`config.mk`:
```
export PLATFORM = sky130hd
export DESIGN_NAME = pulse_selector
export DESIGN_NICKNAME = d
export VERILOG_FILES = /design/src/rtl/pulse_selector_pkg.sv /design/src/rtl/pulse_selector_tick_gen.sv /design/src/rtl/pulse_selector.sv
export SDC_FILE = /design/constraint.sdc
export NUM_CORES = 1
export LEC_CHECK = 0
export ABC_AREA = 1
export CORE_ASPECT_RATIO = 1.25
export CORE_MARGIN = 5
export CORE_UTILIZATION = 45
export DETAILED_ROUTE_END_ITERATION = 10
export SLEW_MARGIN = 30
export SYNTH_ARGS = -nofsm -noshare
export SYNTH_HDL_FRONTEND = slang
export SYNTH_HIERARCHICAL = 1
export SYNTH_SLANG_ARGS = --single-unit
export TNS_END_PERCENT = 20
```
`constraint.sdc`:
```
create_clock -name clk -period 2.3 [get_ports clk]
set_input_delay 0.575 -clock clk [delete_from_list [all_inputs] [get_ports clk]]
set_output_delay 0.575 -clock clk [all_outputs]
set_load 0.02 [all_outputs]
```
`src/rtl/pulse_selector_pkg.sv`:
```
// Mode encoding and 7-segment digit patterns shared by the display stages.
package pulse_selector_pkg;

    typedef enum logic [1:0] {
        MODE_OFF  = 2'd0,
        MODE_SLOW = 2'd1,
        MODE_MED  = 2'd2,
        MODE_FAST = 2'd3
    } mode_e;

    // Active-low {g,f,e,d,c,b,a}
    localparam logic [6:0] SEG_DIGIT0 = 7'b1000000;
    localparam logic [6:0] SEG_DIGIT1 = 7'b1111001;
    localparam logic [6:0] SEG_DIGIT2 = 7'b0100100;
    localparam logic [6:0] SEG_DIGIT3 = 7'b0110000;

    function automatic logic [6:0] seg_of(input logic [1:0] m);
        logic [6:0] s;
        s = SEG_DIGIT0;
        case (m)
            MODE_OFF:  s = SEG_DIGIT0;
            MODE_SLOW: s = SEG_DIGIT1;
            MODE_MED:  s = SEG_DIGIT2;
            MODE_FAST: s = SEG_DIGIT3;
            default:   s = SEG_DIGIT0;
        endcase
        return s;
    endfunction

    function automatic int max2(input int a, input int b);
        return (a > b) ? a : b;
    endfunction

endpackage

```
`src/rtl/pulse_selector_tick_gen.sv`:
```
// Millisecond prescaler: free-running 0..TICK_DIV-1 counter with a one-cycle tick on the last count.
module tick_gen #(
    parameter int TICK_DIV = 50_000
) (
    input  logic clk,
    input  logic rst,
    input  logic clr,
    input  logic en,
    output logic tick
);

    localparam int             CW   = $clog2(TICK_DIV);
    localparam logic [CW-1:0]  LAST = CW'(TICK_DIV - 1);

    logic [CW-1:0] cnt;

    assign tick = en && (cnt == LAST);

    always_ff @(posedge clk or posedge rst) begin
        if (rst) begin
            cnt <= '0;
        end else if (clr || !en) begin
            cnt <= '0;
        end else if (cnt == LAST) begin
            cnt <= '0;
        end else begin
            cnt <= cnt + CW'(1);
        end
    end

endmodule

```
`src/rtl/pulse_selector.sv`:
```
// Registers the debounced mode, emits a periodic one-cycle pulse with a stretched wag level,
// and drives the 7-segment digit for the current mode.
module pulse_selector
    import pulse_selector_pkg::*;
#(
    parameter int TICK_DIV   = 50_000,
    parameter int PERIOD1_MS = 1000,
    parameter int PERIOD2_MS = 500,
    parameter int PERIOD3_MS = 250,
    parameter int HOLD_MS    = 100
) (
    input  logic       clk,
    input  logic       rst,
    input  logic       sel_a,
    input  logic       sel_b,
    output logic [1:0] mode,
    output logic       pulse,
    output logic       wag,
    output logic [6:0] seg
);

    localparam int MAX_MS = max2(max2(PERIOD1_MS, PERIOD2_MS), max2(PERIOD3_MS, HOLD_MS));
    localparam int MW     = $clog2(MAX_MS + 1);

    logic [1:0]    sel_now;
    logic          mode_chg;
    logic          run;
    logic          tick;
    logic [MW-1:0] period;
    logic [MW-1:0] ms_cnt;
    logic [MW-1:0] hold_cnt;
    logic          ms_last;

    assign sel_now  = {sel_b, sel_a};
    assign mode_chg = (sel_now != mode);
    assign run      = (mode != MODE_OFF);

    always_comb begin
        period = MW'(PERIOD1_MS);
        case (mode)
            MODE_SLOW: period = MW'(PERIOD1_MS);
            MODE_MED:  period = MW'(PERIOD2_MS);
            MODE_FAST: period = MW'(PERIOD3_MS);
            default:   period = MW'(PERIOD1_MS);
        endcase
    end

    assign ms_last = (ms_cnt == period - MW'(1));

    tick_gen #(
        .TICK_DIV (TICK_DIV)
    ) u_tick_gen (
        .clk  (clk),
        .rst  (rst),
        .clr  (mode_chg),
        .en   (run),
        .tick (tick)
    );

    // A pending mode change wins over a coinciding terminal tick, so no stale pulse escapes.
    always_ff @(posedge clk or posedge rst) begin
        if (rst) begin
            mode     <= MODE_OFF;
            seg      <= SEG_DIGIT0;
            ms_cnt   <= '0;
            hold_cnt <= '0;
            pulse    <= 1'b0;
            wag      <= 1'b0;
        end else begin
            mode <= sel_now;
            seg  <= seg_of(sel_now);
            if (mode_chg || !run) begin
                ms_cnt   <= '0;
                hold_cnt <= '0;
                pulse    <= 1'b0;
                wag      <= 1'b0;
            end else begin
                pulse <= 1'b0;
                if (tick) begin
                    if (ms_last) begin
                        // Reload on every pulse so a still-high wag is retriggered without a gap.
                        ms_cnt   <= '0;
                        pulse    <= 1'b1;
                        wag      <= 1'b1;
                        hold_cnt <= MW'(HOLD_MS);
                    end else begin
                        ms_cnt <= ms_cnt + MW'(1);
                        if (hold_cnt != '0) begin
                            hold_cnt <= hold_cnt - MW'(1);
                            if (hold_cnt == MW'(1)) begin
                                wag <= 1'b0;
                            end
                        end
                    end
                end
            end
        end
    end

endmodule

```
# --- After elaboration in Yosys (flattened, before gate mapping) ---
# Cells that the tools add are included.
totals:
  register_bits: 47
  inputBits: 4
  out_inout_bits: 11
  word_cells: 50
classes:
  n_addsub: 4
  n_eq_ne: 9
  mux: 19
  n_reduce_logical: 11
op_table:
  columns: ["op", "n"]
  rows:
  - ["$mux 10", 7]
  - ["$mux 16", 2]
  - ["$pmux 7 s4", 1]
  - ["$pmux 10 s2", 1]
  - ["$sub 10x1->10 const B", 2]
  - ["$add 16x1->16 const B", 1]
  - ["$eq 16x16->1 const B", 1]
  - ["$add 10x1->10 const B", 1]
  - ["$eq 10x1->1 const B", 1]
  - ["$eq 10x10->1", 1]
  - ["$reduce_bool 10->1", 1]
  - ["$eq 2x2->1 const B", 4]
  - ["$mux 1", 8]
  - ["$reduce_bool 3->1", 2]
  - ["$reduce_bool 2->1", 2]
  - ["$reduce_and 3->1", 1]
  - ["$eq 2x1->1 const B", 1]
  - ["$logic_not 2->1", 1]
  - ["$ne 2x2->1", 1]
  - ["$reduce_and 2->1", 1]
  - ["$logic_and 1x1->1", 1]
  - ["$logic_not 1->1", 1]
  - ["$logic_or 1x1->1", 1]

# --- Depth between registers and ports, before layout ---
# Gate-level depths: netlist of the first run.
depth:
  depth_word: 7
  mapped_depth: 15
  ltp_nobuf: 14

# --- Hierarchy ---
# Netlist of the first run, hierarchy kept.
by_module_without_submodules:
  columns: ["mod", "n_inst", "cells_per_inst", "area_each_um2", "seq_area_each_um2"]
  rows:
  - ["pulse_selector", 1, 267, 1931.9, 726.9]
  - ["tick_gen", 1, 123, 940.9, 400.4]

# --- Least setup slack after synthesis of the first run ---
# OpenSTA, ideal clock, no wires.
synth_path:
  path_type: "reg2reg"
  from: "register mode[1]"
  to: "register hold_cnt[5]"
  setup_time_ns: 0.121
  arrival_ns: 2.081
  required_time_ns: 2.179
  slack_ns: 0.098
  path_stages_with_launch: 16
  path_buffers: 2
  synth_period_minus_slack_ns: 2.202
  cell_sequence: "dfrtp_1 > buf_6 > inv_2 > or2_2 > ha_1 > nand2_1 > inv_1 > nor2_1 > nand2_1 > nor2_1 > nand2_2 > nand3_4 > nand2_4 > buf_6 > nand2_1 > o21ai_2"
synth_via:
  elab_chain_cells: 7
  word_cells_on_any_way: 16
  classes_between: "1 x add/sub; 4 x eq/ne; 4 x mux; 7 x reduce/logical"
synth_rtl:
  columns: ["element", "line_no", "source"]
  rows:
  - ["start: declaration", "pulse_selector.sv:16", "output logic [1:0] mode,"]
  - ["start signal: assignment", "pulse_selector.sv:70", "mode <= sel_now;"]
  - ["$eq 2x2->1", "pulse_selector.sv:40", "case (mode)"]
  - ["$pmux 10 s2", "pulse_selector.sv:40", null]
  - ["$sub 10x1->10", "pulse_selector.sv:48", "assign ms_last = (ms_cnt == period - MW'(1));"]
  - ["$eq 10x10->1", "pulse_selector.sv:48", null]
  - ["$mux 10", "pulse_selector.sv:80", "if (ms_last) begin"]
  - ["$mux 10", "pulse_selector.sv:79", "if (tick) begin"]
  - ["$mux 10", "pulse_selector.sv:72", "if (mode_chg || !run) begin"]
  - ["end signal: assignment", "pulse_selector.sv:85", "hold_cnt <= MW'(HOLD_MS);"]
  - ["end signal: assignment", "pulse_selector.sv:89", "hold_cnt <= hold_cnt - MW'(1);"]
  - ["end: declaration", "pulse_selector.sv:31", "logic [MW-1:0] hold_cnt;"]
# Parallel ways exist; a longest one is shown, timed or not. The select of a mux whose other input is x is not followed.
# A chain may end at the register's enable or synchronous reset.

# --- Worst setup path after layout of the first run ---
layout_path:
  from: "register mode[0]"
  to: "register hold_cnt[1]"
# The elaborated chain is that of the path after synthesis.

==> results of run 1 <==
[worst min path at each step]
stage / endpoint / cells past startpoint / startpoint
after floorplan: u_tick_gen/cnt[0] / 1 / u_tick_gen/cnt[0]
after global placement: wag / 2 / wag
after detailed placement: wag / 2 / wag
after CTS: wag / 2 / wag
after global routing: u_tick_gen/cnt[0] / 1 / u_tick_gen/cnt[0]
final: wag / 2 / wag
[per-stage QoR]
step                      power, µW  setup slack (ns)  instance area, µm²  util, %  instances
after floorplan                1550            0.0982                2870        -        390
after global placement         1670             0.132                3100     49.9        487
after detailed placement       1680            0.0638                3100     49.9        487
after CTS                      2180             0.195                3180     51.2        495
after global routing           2340            0.0166                3180     51.2        495
final                          2150             0.218                3180     51.2        495
[logic make-up after synthesis]
| family | count (synthesis) | share of synthesized area, % |
|---|---|---|
| buffers and inverters | 67 | 10.1 |
| and+or+nand+nor | 234 | 37.8 |
| other | 1 | 0.131 |
| adders and majority gates | 5 | 2.18 |
| xor gates and xnor gates | 16 | 5.14 |
| AOI/OAI and AO/OA | 22 | 5.31 |
| DFF | 45 | 39.2 |
[power breakdown]
group	switching (µW)	internal [µW]
Combinational	464	275
Sequential	65.5	855
Clock	272	216
Total	801	1350
[critical path: stages (launching register included)]
cell     delay, ns
dfrtp_1       0.47
or2_2         0.33
ha_1          0.30
nor2_1        0.13
nor2_1        0.05
nand2_1       0.06
nor2_1        0.04
nand2_2       0.12
inv_2         0.09
nor2_1        0.21
nand2_1       0.08
o21ai_1       0.13
[flip-flops by register name, indices dropped and copies added (netlist names)]
name and flops:
seg 5, hold_cnt 10, u_tick_gen/cnt 16, mode 2, wag 1, pulse 1, ms_cnt 10
[metal layers]
metal / up-vias / GRT usage [%] / routed length (µm)
met2: 8 / 28.7 / 3040
met4: 0 / 5.33 / 101
met3: 8 / 2.81 / 79
met1: 1076 / 20.3 / 2630
li1: 1250 / - / -
met5: - / 0 / 0
[synthesized netlist by cell type, drive strengths merged, types with 5 or more instances]
cell,instances
a21oi,5
buf,8
dfrtp,44
ha,5
inv,56
nand2,109
nand3,40
nand4,13
nor2,68
o21ai,13
xnor2,6
xor2,10
[layout make-up]
class	count	area, µm²	share of cell area, %
Inverter	58	218	6.85
Clock buffer	7	76.3	2.40
Multi-Input combinational cell	278	1450	45.7
Sequential cell	45	1130	35.5
Timing Repair Buffer	21	190	5.98
Tap cell	85	106	3.35
Clock inverter	1	7.51	0.236
==> flow_summary.yaml, run 1 <==
setup_path:
  start_kind: "flip-flop"
  crit_type: "reg2reg"
  cp.arrival_ns: 2.30
  cp.required_ns: 2.52
  crit_path_end_kind: "flip-flop"
  cp_max_fo: 5
  rrSetupSlack_ns: 0.22
  r2r_cells: 11
  startpoint: "mode[0]"
  endpoint: "hold_cnt[1]"
  reg2reg_to: "hold_cnt[1]"
  rr_startpoint: "mode[0]"
sta:
  fin_hold_ws_ns: 0.489
  timing.fmax_mhz: 480
  min_period_over_period_pct: 90.5
  period_minus_slack_ns: 2.08
  finalSetupViolCount: 0
  drv_slew: 0
  max_slew.worst_pin.slew_ns: 0.634
  grt_setup_unrepaired: "no"
  slew_headroom_pct: 57.7
  hold_violations: 0
  setup_tns_ns: 0
  finalClockSkew_ns: 0.0116
floorplan:
  die_y_um: 99.3
  row_count: 32
  core-area_um2: 6210
  die_area_um2: 8090
  io_pins: 15
  die_width_um: 81.5
  start_util_pct: 46.3
synth:
  ys_seq_area_share_pct: 39.2
  syn_inst: 390
  syn_avg_cell_area_um2: 7.37
  ys.flop_type: "dfrtp_1"
  syn-num-nets: 399
  synth_top_cell_by_area: "dfrtp_1"
  ys_warn_count: 6
  synthTopCellsByArea: "dfrtp_1 (38%), nand2_1 (13%), nor2_1 (7.7%)"
  synth_edf_count: 0
  synthArstFlopShare_pct: 100
  synth-seq-cells: 45
  synth_cell_types: 37
  syn_area_um2: 2870
  synth_top_area_share_pct: 38.3
power_and_ir_drop:
  powerDensity_nw_per_um2: 675
  leakage_uw: 0.00156
  irDropWorstVdd_mv: 0.606
clock_network:
  cts_resized: 0
  cts_root_buffer: "clkbuf_8"
  ctsHoldBuffers: 0
  cts_buffers: 5
  cts_buffer_depth: 2
  postCtsSetupBuffers: 0
  clk_pin_slew_ns: 0.09
  cts_sinks: 45
  clock_latency_ns: 0.30
  cts_tree: "built"
  htreeDepth: 2
detailed_routing:
  drc_errors: 0
  drt-initial-drc-count: 50
  wl_mm: 5.86
  avgRoutedWirePerCell_um: 11.8
  dr.pass1.iters: 4
  ant_nets: 0
  route.vias.total: 2342
  vias_per_cell: 4.73
global_route:
  grt_pass1_vias: 2359
  grt_usage_pct: 16.5
  grt_max_degree: 30
  grt-ovfl-total: 0
  antenna_found_initial: 0
  grt_pass1_wl_mm: 10.7
status:
  status: "finished, final reports clean"
layout:
  nFillCells: 629
  final_cell_mix: "nand2_1 (100), nor2_1 (59), inv_1 (50)"
  layout.nets: 418
  area_growth_pct: 10.7
  antennaDiodeCount: 0
  final_common_cell: "nand2_1"
  layout-drive-gt1-share_pct: 12.9
place:
  dp_hpwl_mm: 4.54
  port_buffers: 13
  place_congestion: 0.820
worst_hold_path:
  hold_class: "reg2reg"
flow_run:
  drv_cap: 0
(Power assumes the default switching activity.)
==> run 2: changes to the inputs <==
--- a/config.mk
+++ b/config.mk
@@ -7,7 +7,6 @@
 export LEC_CHECK = 0
 export ABC_AREA = 1
 export CORE_ASPECT_RATIO = 1.25
-export CORE_MARGIN = 5
 export CORE_UTILIZATION = 45
 export DETAILED_ROUTE_END_ITERATION = 10
 export SLEW_MARGIN = 30
==> flow_summary.yaml, run 2 (synthesis results as in run 1) <==
place:
  placedInstanceArea_um2: 3090
  post-place-ws_ns: 0.0548
  port_buffers: 13
  place_congestion: 0.822
  dp_hpwl_mm: 4.50
worst_hold_path:
  hp-start: "wag"
  hold_depth: 2
  hold_class: "reg2reg"
sta:
  period_minus_slack_ns: 2.07
  min_period_over_period_pct: 89.9
  grt_setup_unrepaired: "no"
  slew_headroom_pct: 57.6
  max_slew.worst_pin.slew_ns: 0.635
  hold_violations: 0
  setup_tns_ns: 0
  fin_ws_ns: 0.232
  finalSetupViolCount: 0
  timing.fmax_mhz: 484
  drv_slew: 0
  finalClockSkew_ns: 0.00494
power_and_ir_drop:
  powerDensity_nw_per_um2: 704
  irDropWorstVdd_mv: 0.518
  leakage_uw: 0.00157
detailed_routing:
  vias_per_cell: 4.77
  route.vias.total: 2358
  drc_errors: 0
  ant_nets: 0
  dr.pass1.iters: 4
  avgRoutedWirePerCell_um: 12.0
  wl_mm: 5.91
  drt-initial-drc-count: 96
clock_network:
  clock_latency_ns: 0.29
  postCtsSetupBuffers: 0
  cts_tree: "built"
  cts_sinks: 45
  clk_pin_slew_ns: 0.08
  htreeDepth: 2
  cts_resized: 0
  ctsHoldBuffers: 0
  cts_root_buffer: "clkbuf_8"
  cts_buffer_depth: 2
  cts_buffers: 5
global_route:
  grt_pass1_wl_mm: 10.6
  grt_use_met2_pct: 35.6
  grtUsageMet3_pct: 2.77
  antenna_found_initial: 0
  grt_max_degree: 30
  busiest_layer: "met2"
  grt_usage_pct: 20.2
  grt-ovfl-total: 0
  met1_usage_pct: 25.5
  grt_pass1_vias: 2318
layout:
  final_common_cell: "nand2_1"
  largest_registers: "u_tick_gen/cnt: 16 flops, hold_cnt: 10 flops, ms_cnt: 10 flops"
  top_register: "u_tick_gen/cnt"
  final_area_um2: 3200
  layout.nets: 417
  area_growth_pct: 11.2
  largest_reg_flops: 16
  final_cell_mix: "nand2_1 (100), nor2_1 (59), inv_1 (50)"
  antennaDiodeCount: 0
  layout-drive-gt1-share_pct: 13.0
setup_path:
  crit_path_end_kind: "primary output"
  cp.required_ns: 1.73
  r2r_cells: 10
  cp.arrival_ns: 1.49
  rrSetupSlack_ns: 0.32
  start_kind: "flip-flop"
  rr_startpoint: "u_tick_gen/cnt[0]"
  cp_max_fo: 11
  reg2reg_to: "hold_cnt[5]"
  startpoint: "mode[1]"
  endpoint: "mode[1]"
  crit_type: "reg2out"
floorplan:
  die_y_um: 91.3
  core-area_um2: 6170
  start_util_pct: 46.6
  io_pins: 15
  row_count: 32
  die_area_um2: 6710
  die_width_um: 73.5
flow_run:
  drv_cap: 0
status:
  status: "finished, final reports clean"
[run 2: changes by cell type in the layout (fill, tap and decap cells not counted), sizes merged]
cell,change
clkbuf,-1
clkinv,+1
clkinvlp,-1
buf,-1
bufinv,+1
[run 2: worst min path at each step]
stage | endpoint | slack [ns]
after floorplan | u_tick_gen/cnt[0] | 0.47
after global placement | wag | 0.46
after detailed placement | wag | 0.46
after CTS | wag | 0.49
after global routing | wag | 0.51
final | wag | 0.48
[run 2: where the power goes]
part,internal (µW),total (µW),switching (µW),leakage [µW]
sequential,855,921,65.9,0.000607
combinational,273,742,469,0.000908
clock,323,588,265,0.0000552
total,1450,2250,800,0.00157
[run 2: critical path: stages, from the launching register on]
cell and delay (ns):
dfrtp_1 0.37, buf_4 0.20, clkdlybuf4s50_1 0.63
[run 2: per-layer routing]
layer,vias to the layer above,part of all wire [%]
li1,1251,-
met1,1085,46
met2,16,51
met3,6,1.9
met4,0,1.3
met5,-,0
[run 2: through the flow]
step | util (%) | hold slack [ns] | power (µW) | instances
after global placement | 50.1 | 0.463 | 1670 | 486
after CTS | 51.8 | 0.488 | 2290 | 494
final | 51.8 | 0.481 | 2250 | 494
after global routing | 51.8 | 0.507 | 2460 | 494
after floorplan | - | 0.470 | 1550 | 390
after detailed placement | 50.1 | 0.464 | 1680 | 486
[run 2: cell type report]
type	instances	area (µm²)
Clock buffer	6	72.6
Clock inverter	2	35.0
Fill cell	647	2970
Inverter	58	218
Multi-Input combinational cell	278	1450
Sequential cell	45	1130
Tap cell	85	106
Timing Repair Buffer	20	183
==> run 3: changes to the inputs <==
--- a/config.mk
+++ b/config.mk
@@ -7,8 +7,10 @@
 export LEC_CHECK = 0
 export ABC_AREA = 1
 export CORE_ASPECT_RATIO = 1.25
+export CORE_MARGIN = 5
 export CORE_UTILIZATION = 45
 export DETAILED_ROUTE_END_ITERATION = 10
+export SKIP_CTS_REPAIR_TIMING = 1
 export SLEW_MARGIN = 30
 export SYNTH_ARGS = -nofsm -noshare
 export SYNTH_HDL_FRONTEND = slang
==> constraint.sdc (replaced) <==
create_clock -name clk -period 2.2 [get_ports clk]
set_input_delay 0.55 -clock clk [delete_from_list [all_inputs] [get_ports clk]]
set_output_delay 0.55 -clock clk [all_outputs]
set_load 0.02 [all_outputs]
==> flow_summary.yaml, run 3 (synthesis results as in run 1) <==
status:
  status: "finished, final reports clean"
setup_path:
  crit_type: "reg2out"
  rrSetupSlack_ns: 0.21
  start_kind: "flip-flop"
  reg2reg_to: "hold_cnt[5]"
  cp_max_fo: 11
  rr_startpoint: "mode[1]"
  cp.arrival_ns: 1.49
  r2r_cells: 13
  cp.required_ns: 1.65
  endpoint: "mode[1]"
  startpoint: "mode[1]"
  crit_path_end_kind: "primary output"
layout:
  top_register: "u_tick_gen/cnt"
  regArea_um2: 1130
  layout-drive-gt1-share_pct: 13.7
  final_cell_mix: "nand2_1 (100), nor2_1 (59), inv_1 (50)"
  area_growth_pct: 11.6
  final_common_cell: "nand2_1"
  antennaDiodeCount: 0
  multi_input_area_um2: 1460
  largest_registers: "u_tick_gen/cnt: 16 flops, hold_cnt: 10 flops, ms_cnt: 10 flops"
  layout.nets: 418
  largest_reg_flops: 16
  nFillCells: 623
sta:
  finalClockSkew_ns: 0.00437
  max_slew.worst_pin.slew_ns: 0.624
  timing.fmax_mhz: 491
  hold_violations: 0
  period_minus_slack_ns: 2.04
  finalSetupViolCount: 0
  drv_slew: 0
  slew_headroom_pct: 58.3
  grt_setup_unrepaired: "no"
  min_period_over_period_pct: 92.6
  setup_tns_ns: 0
global_route:
  grt_max_degree: 30
  grt_usage_pct: 16.6
  grt-ovfl-total: 0
  antenna_found_initial: 0
  grt_pass1_vias: 2379
  grt_pass1_wl_mm: 10.8
clock_network:
  cts_buffer_depth: 2
  cts_root_buffer: "clkbuf_8"
  cts_sinks: 45
  htreeDepth: 2
  clock_latency_ns: 0.29
  cts_buffers: 5
  clk_pin_slew_ns: 0.08
  cts_tree: "built"
detailed_routing:
  wl_mm: 5.80
  route.vias.total: 2353
  ant_nets: 0
  dr.pass1.iters: 4
  vias_per_cell: 4.75
  avgRoutedWirePerCell_um: 11.7
  drt-initial-drc-count: 65
  drc_errors: 0
floorplan:
  start_util_pct: 46.3
  core-area_um2: 6210
  die_area_um2: 8090
  io_pins: 15
  die_y_um: 99.3
  row_count: 32
  die_width_um: 81.5
power_and_ir_drop:
  pwr-share-seq_pct: 41.9
  leakage_uw: 0.00158
  clock_power_share_pct: 24.3
  comb_power_share_pct: 33.9
  power_uw: 2300
  irDropWorstVdd_mv: 0.411
  powerDensity_nw_per_um2: 717
  switchingPower_uw: 831
  swShare_pct: 36.2
  intPower_uw: 1470
place:
  dp_hpwl_mm: 4.48
  port_buffers: 13
  place_congestion: 0.828
flow_run:
  drv_cap: 0
worst_hold_path:
  hold_class: "reg2reg"
[run 3: changes by cell type in the layout (fill, tap and decap cells not counted), sizes merged]
cell    previous run  this run
bufinv             1         0
clkbuf             6         7
buf                7         8
[run 3: worst min path at each step]
stage / start / end / slack, ns / cells past startpoint
after floorplan: rst / u_tick_gen/cnt[0] / 0.46 / 1
after global placement: wag / wag / 0.46 / 2
after detailed placement: wag / wag / 0.46 / 2
after CTS: wag / wag / 0.48 / 2
after global routing: wag / wag / 0.51 / 2
final: wag / wag / 0.48 / 2
[run 3: worst max-delay path, cell delays in order (launching register included)]
cell and delay (ns):
dfrtp_2 0.38, buf_4 0.19, clkdlybuf4s50_1 0.63
[run 3: layer usage]
| layer | part of all wire (%) | vias up | track usage (%) |
|---|---|---|---|
| met4 | 0.98 | 0 | 5.33 |
| met2 | 53 | 31 | 28.9 |
| met3 | 2.2 | 6 | 3.17 |
| met5 | 0 | - | 0 |
| met1 | 44 | 1067 | 20.4 |
| li1 | - | 1249 | - |
[run 3: metrics by stage]
stage / std cells / cell area, µm² / setup WS, ns / utilization, % / hold slack (ns)
2_1_floorplan: 390 / 2870 / 0.0591 / - / 0.464
3_3_place_gp: 487 / 3100 / 0.0477 / 49.9 / 0.460
3_5_place_dp: 487 / 3100 / 0.0000635 / 49.9 / 0.460
4_1_cts: 495 / 3200 / 0.136 / 51.5 / 0.481
5_1_grt: 495 / 3210 / 0.0255 / 51.7 / 0.512
6_report: 495 / 3210 / 0.162 / 51.7 / 0.478
[run 3: power by group through the flow]
stage / sequential, µW / combinational [µW] / clock, µW
2_1_floorplan: 970 / 646 / 0
3_3_place_gp: 976 / 774 / 0
3_5_place_dp: 977 / 777 / 0
4_1_cts: 962 / 781 / 588
5_1_grt: 974 / 914 / 626
6_report: 962 / 778 / 558
[run 3: cell type report]
type	count	share of cell area, %
Multi-Input combinational cell	278	45.6
Timing Repair Buffer	21	5.93
Clock inverter	1	0.156
Clock buffer	7	3.00
Tap cell	85	3.32
Inverter	58	6.79
Sequential cell	45	35.2
